$ cat config.mk
export PLATFORM = sky130hd
export DESIGN_NAME = keypad_emulator
export DESIGN_NICKNAME = d
export VERILOG_FILES = /design/src/rtl/keypad_pkg.sv /design/src/rtl/keypad_bounce_gen.sv /design/src/rtl/keypad_emulator.sv
export SDC_FILE = /design/constraint.sdc
export NUM_CORES = 1
export LEC_CHECK = 0
export CORE_MARGIN = 1
export CORE_UTILIZATION = 58
export DETAILED_ROUTE_END_ITERATION = 16
export PLACE_DENSITY = 0.81
export SYNTH_ARGS = -nofsm -noshare
export SYNTH_HDL_FRONTEND = slang
export SYNTH_SLANG_ARGS = --single-unit
export TNS_END_PERCENT = 100
$ cat constraint.sdc
create_clock -name clock -period 4.2 [get_ports clock]
set_clock_uncertainty 0.2 [all_clocks]
set_input_delay 1.05 -clock clock [delete_from_list [all_inputs] [get_ports clock]]
set_output_delay 1.05 -clock clock [all_outputs]
set_load 0.05 [all_outputs]
$ cat src/rtl/keypad_pkg.sv
// Shared types, widths and line-encoding helpers for the keypad emulator,
// scanner and key converter.
package keypad_pkg;

    localparam int KEY_W  = 4;
    localparam int LINE_W = 4;
    localparam int CNT_W  = 16;

    localparam logic [LINE_W-1:0] LINES_IDLE = 4'b1111;

    typedef enum logic [1:0] {
        IDLE,
        WAIT_COL,
        HOLD,
        GAP
    } state_e;

    // Active-low column drive that selects column c (column 0 = 4'b0111).
    function automatic logic [LINE_W-1:0] col_select(input logic [1:0] c);
        return ~(LINE_W'(4'b1000) >> c);
    endfunction

    // Active-low row pattern for row r; row r lives on line bit (3-r).
    function automatic logic [LINE_W-1:0] row_bit(input logic [1:0] r);
        return ~(LINE_W'(4'b1000) >> r);
    endfunction

endpackage

$ cat src/rtl/keypad_bounce_gen.sv
// Contact-bounce gate: after a HOLD-entry strobe, gate_o alternates 1,0,1,0...
// for BOUNCE_CYCLES clocks, then stays 1.
module keypad_bounce_gen
    import keypad_pkg::*;
#(
    parameter int BOUNCE_CYCLES = 4
) (
    input  logic clock,
    input  logic reset,
    input  logic start_i,
    output logic gate_o
);

    localparam logic [CNT_W-1:0] BNC_LAST = CNT_W'(BOUNCE_CYCLES - 1);

    logic             active_q, active_d;
    logic [CNT_W-1:0] cnt_q, cnt_d;

    always_comb begin
        active_d = active_q;
        cnt_d    = cnt_q;
        if (start_i) begin
            active_d = (BOUNCE_CYCLES > 0);
            cnt_d    = '0;
        end else if (active_q) begin
            if (cnt_q == BNC_LAST) active_d = 1'b0;
            cnt_d = cnt_q + 1'b1;
        end
    end

    always_ff @(posedge clock or posedge reset) begin
        if (reset) begin
            active_q <= 1'b0;
            cnt_q    <= '0;
        end else begin
            active_q <= active_d;
            cnt_q    <= cnt_d;
        end
    end

    // Even burst cycles let the row assert, odd ones release it.
    assign gate_o = !active_q || !cnt_q[0];

endmodule

$ cat src/rtl/keypad_emulator.sv
// Row-driving side of the 4x4 keypad matrix: presses a scripted key when the
// scanner drives its column. Optional bounce burst: define KEYPAD_EMU_BOUNCE_EN.
module keypad_emulator
    import keypad_pkg::*;
#(
    parameter int HOLD_CYCLES   = 16,
    parameter int GAP_CYCLES    = 8,
    parameter int SCAN_TIMEOUT  = 64,
    parameter int BOUNCE_CYCLES = 4
) (
    input  logic              clock,
    input  logic              reset,
    input  logic [LINE_W-1:0] Cols,
    input  logic [KEY_W-1:0]  key_code,
    input  logic              press_req,
    output logic [LINE_W-1:0] Rows,
    output logic              busy,
    output logic              done,
    output logic              timeout
);

    if (HOLD_CYCLES < 1 || HOLD_CYCLES > 65535 ||
        GAP_CYCLES < 1 || GAP_CYCLES > 65535 ||
        SCAN_TIMEOUT < 1 || SCAN_TIMEOUT > 65535 ||
        BOUNCE_CYCLES < 0 || BOUNCE_CYCLES > 65535) begin : g_param_check
        $error("keypad_emulator: cycle parameters must fit the 16-bit counter");
    end

    localparam logic [CNT_W-1:0] HOLD_LAST = CNT_W'(HOLD_CYCLES - 1);
    localparam logic [CNT_W-1:0] GAP_LAST  = CNT_W'(GAP_CYCLES - 1);
    localparam logic [CNT_W-1:0] TO_LAST   = CNT_W'(SCAN_TIMEOUT - 1);

    state_e           state_q, state_d;
    logic [CNT_W-1:0] cnt_q, cnt_d;
    logic [KEY_W-1:0] code_q, code_d;
    logic             col_match;
    logic             gate;

    // Non-one-hot drives can never equal a col_select pattern, so they never match.
    assign col_match = (Cols == col_select(code_q[1:0]));

`ifdef KEYPAD_EMU_BOUNCE_EN
    logic hold_start;
    assign hold_start = (state_q == WAIT_COL) && col_match;

    keypad_bounce_gen #(
        .BOUNCE_CYCLES(BOUNCE_CYCLES)
    ) u_bounce (
        .clock  (clock),
        .reset  (reset),
        .start_i(hold_start),
        .gate_o (gate)
    );
`else
    assign gate = 1'b1;
`endif

    always_comb begin
        state_d = state_q;
        cnt_d   = cnt_q;
        code_d  = code_q;
        done    = 1'b0;
        timeout = 1'b0;
        unique case (state_q)
            IDLE: begin
                if (press_req) begin
                    code_d  = key_code;
                    cnt_d   = '0;
                    state_d = WAIT_COL;
                end
            end
            WAIT_COL: begin
                // A match in the timeout cycle still wins.
                if (col_match) begin
                    cnt_d   = '0;
                    state_d = HOLD;
                end else if (cnt_q == TO_LAST) begin
                    timeout = 1'b1;
                    cnt_d   = '0;
                    state_d = IDLE;
                end else begin
                    cnt_d = cnt_q + 1'b1;
                end
            end
            HOLD: begin
                if (cnt_q == HOLD_LAST) begin
                    cnt_d   = '0;
                    state_d = GAP;
                end else begin
                    cnt_d = cnt_q + 1'b1;
                end
            end
            GAP: begin
                if (cnt_q == GAP_LAST) begin
                    done    = 1'b1;
                    cnt_d   = '0;
                    state_d = IDLE;
                end else begin
                    cnt_d = cnt_q + 1'b1;
                end
            end
            default: state_d = IDLE;
        endcase
    end

    always_ff @(posedge clock or posedge reset) begin
        if (reset) begin
            state_q <= IDLE;
            cnt_q   <= '0;
            code_q  <= '0;
        end else begin
            state_q <= state_d;
            cnt_q   <= cnt_d;
            code_q  <= code_d;
        end
    end

    assign busy = (state_q != IDLE);
    assign Rows = (state_q == HOLD && col_match && gate) ? row_bit(code_q[3:2]) : LINES_IDLE;

endmodule

==> metrics.cfg <==
[layout]
multi_input_area_sq_um=711
nets=172
synthToLayoutAreaGrowth_pct=16.8
drive_above_1_share_pct=11.9
n_fill_cell=161
seq_area_sq_um=551
n_antenna_cell=0

[placement]
dp_slack_ns=0.112
hpwlAfterDp_um=2040
io_buffers=17
globalplace.congestion=0.793

[synth]
synthXorXnorAreaFrac_pct=3.35
synth_area_leaders=dfrtp_1 42%, o21ai_0 5.4%, and3_1 4.8%, a21o_1 4.0%, nand2_1 3.7%
muxShareOfSynthArea_pct=4.98
synth_top_area_share_pct=42.1
synth_adder_area_share_pct=0.957
synth_cell_type_count=37
yosysWarnings=0
ys_seq_elements=22
synth_area_sq_um=1310
ys_seq_area_share_pct=42.1
synth-async-reset-ratio_pct=100
synth_nets=154
synth-edff-count=0
syn_area_per_cell_sq_um=9.21
syn_inst=142
synth_top_family_by_area=simple AND/OR/NAND/NOR gates
synth_ff_type=dfrtp_1
synth-compound-area-share_pct=14.7
synthSimpleGateAreaFrac_pct=29.5
yosysTopAreaCell=dfrtp_1

[floorplan]
initial_core_util_pct=64.0
die_h_um=49.5
die_w_um=49.5
core_sq_um=2040
placementRows=16
io_pins=18
die-area_sq_um=2450

[min_path]
hold_path_class=register to register
min_from=cnt_q[0]

[cts]
cts_root_buf=clkbuf_4
clock_latency_ns=0.32
clkTransAtPathRegs_ns=0.12
htree_levels=1
cts_setup_buffers=0
cts_tree=built
cts_buffers=3
clk_path_buf_depth=2
clock_sinks=22

[setup_path]
max_stage_delay_ns=0.49
cp-start-kind=input port
crit_path_end=Rows[3]
cp-end-kind=primary output
crit_arrival_ns=2.84
reg2reg_slack_ns=1.70
r2r_cells=7
reg2reg_from=cnt_q[8]
cp.required_ns=2.95
r2r-end=cnt_q[5]
crit_start=Cols[1]
crit_fanout=3
critPathSlowestCell=clkdlybuf4s50_1
path_class=input port to primary output
crit_path_cell_trace=clkdlybuf4s50_1 > or3b_1 > a211oi_2 > a41o_2 > nand2_1 > or3_1 > buf_4

[run]
cap_violations=0

[power_and_ir_drop]
p_clk_share_pct=17.5
intPower_w=0.000422
p_sw_share_pct=38.4
pwr-share-seq_pct=46.4
peakVddDrop_v=0.000289
p_comb_share_pct=36.1
p_switching_w=0.000263
p_leak_nw=0.747
pwr_density_cell_nw_per_um2=449
finalPower_w=0.000685

[detailed_routing]
first_pass_iters=5
post-route-drc-count=0
drtIter0Drc=21
drt-wirelength-per-cell_um=14.8
finalWirelength_um=2760
ant_nets=0
vias=1137
viasPerCell=6.11

[timing]
setup_viol=0
final.setup.tns_ns=0
hold_viol=0
worst_slew_margin_rel_pct=46.1
timing.fmax_ghz=0.245
post-route-period-util_pct=97.3
finalWorstSetupSlack_ns=0.112
fin_crit_ns=4.09
finalMaxSlewViolations=0
tightestPinTransition_ns=0.808
grt_setup_unrepaired=no

[status]
outcome=complete, no violations

[global_route]
antenna_found_initial=0
globalRouteOverflowTotal=0
grt_pass1_wl_um=4780
grt_usage_pct=26.3
grt_max_degree=27
first_global_vias=1088

==> cell usage after synthesis (4+ instances only) <==
master	instances
nor2_1	13
nor3b_1	6
dfrtp_1	22
nor4_1	4
o21ai_0	14
a21o_1	7
nand2_1	13
mux2_2	4
and3_1	10
xnor2_1	4
nand3_1	4
==> cells by family after synthesis <==
| kind of cell | count (synthesis) |
|---|---|
| DFF | 22 |
| and+or+nand+nor | 70 |
| AOI/OAI and AO/OA | 29 |
| adders and majority gates | 1 |
| buffers and inverters | 9 |
| muxes | 6 |
| xor gates and xnor gates | 5 |
==> worst max-delay path, delay by kind of cell <==
| family | cells | cell delay (ns) |
|---|---|---|
| compound gates | 2 | 0.37 |
| buf+inv | 2 | 0.68 |
| simple gates | 3 | 0.74 |
==> flip-flops by register name (all words and copies together) (netlist names), named ones only <==
name and cells:
code_q 4, cnt_q 16, state_q 1
==> area by class of cell <==
class,instances,share of cell area [%]
Clock buffer,4,2.38
Multi-Input combinational cell,111,46.5
Timing Repair Buffer,19,12.1
Tap cell,27,2.21
Inverter,3,0.737
Sequential cell,22,36.0
==> power groups by stage <==
| stage | registers (W) | logic [W] | clock network [W] |
|---|---|---|---|
| floorplan | 0.000292 | 0.000241 | 0 |
| global placement | 0.000315 | 0.000230 | 0 |
| detailed placement | 0.000322 | 0.000246 | 0 |
| CTS | 0.000317 | 0.000246 | 0.000122 |
| global route | 0.000327 | 0.000277 | 0.000129 |
| finish | 0.000318 | 0.000247 | 0.000120 |
==> layout by cell type, fill, tap and decap left out, drive strengths merged, types with 2 or more instances in the layout <==
cell type / n
a211oi: 2
nand3b: 2
a211o: 3
mux2i: 2
nor3: 3
nand2b: 2
or3: 2
a21o: 7
o21ai: 14
nand2: 13
nor3b: 6
clkdlybuf4s50: 12
dfrtp: 22
xnor2: 4
inv: 3
and3: 10
nor2: 13
nand3: 4
clkbuf: 4
buf: 7
mux2: 4
nor4: 4
nand4: 3
nor2b: 2
==> worst min path at each step <==
stage	depth (start not counted)	slack, ns	endpoint
2_1_floorplan	2	0.27	cnt_q[1]
3_3_place_gp	1	0.28	cnt_q[0]
3_5_place_dp	1	0.30	cnt_q[0]
4_1_cts	1	0.32	cnt_q[0]
5_1_grt	1	0.33	cnt_q[0]
6_report	1	0.31	cnt_q[0]
==> what timing repair did <==
action	CTS	global route
setup endpoints to repair	0	1
hold buffers	0	0
endpoints found under the hold margin	0	0
gates resized for setup	0	1
==> stage by stage <==
stage / area (sq um) / util (%) / hold slack [ns] / std cells
global placement: 1490 / 72.8 / 0.282 / 182
CTS: 1520 / 74.6 / 0.319 / 186
global route: 1530 / 74.8 / 0.326 / 186
finish: 1530 / 74.8 / 0.315 / 186
floorplan: 1310 / - / 0.268 / 142
detailed placement: 1490 / 72.8 / 0.302 / 182
==> routing by layer <==
| layer | part of all wire (%) | wire [um] | track usage [%] | vias up |
|---|---|---|---|---|
| met3 | 4.8 | 133 | 3.70 | 10 |
| met1 | 42 | 1170 | 31.6 | 543 |
| met4 | 2.7 | 74 | 12.9 | 0 |
| li1 | - | - | - | 548 |
| met2 | 50 | 1380 | 45.9 | 36 |
| met5 | 0 | 0 | 0 | - |
(Power assumes the default switching activity.)
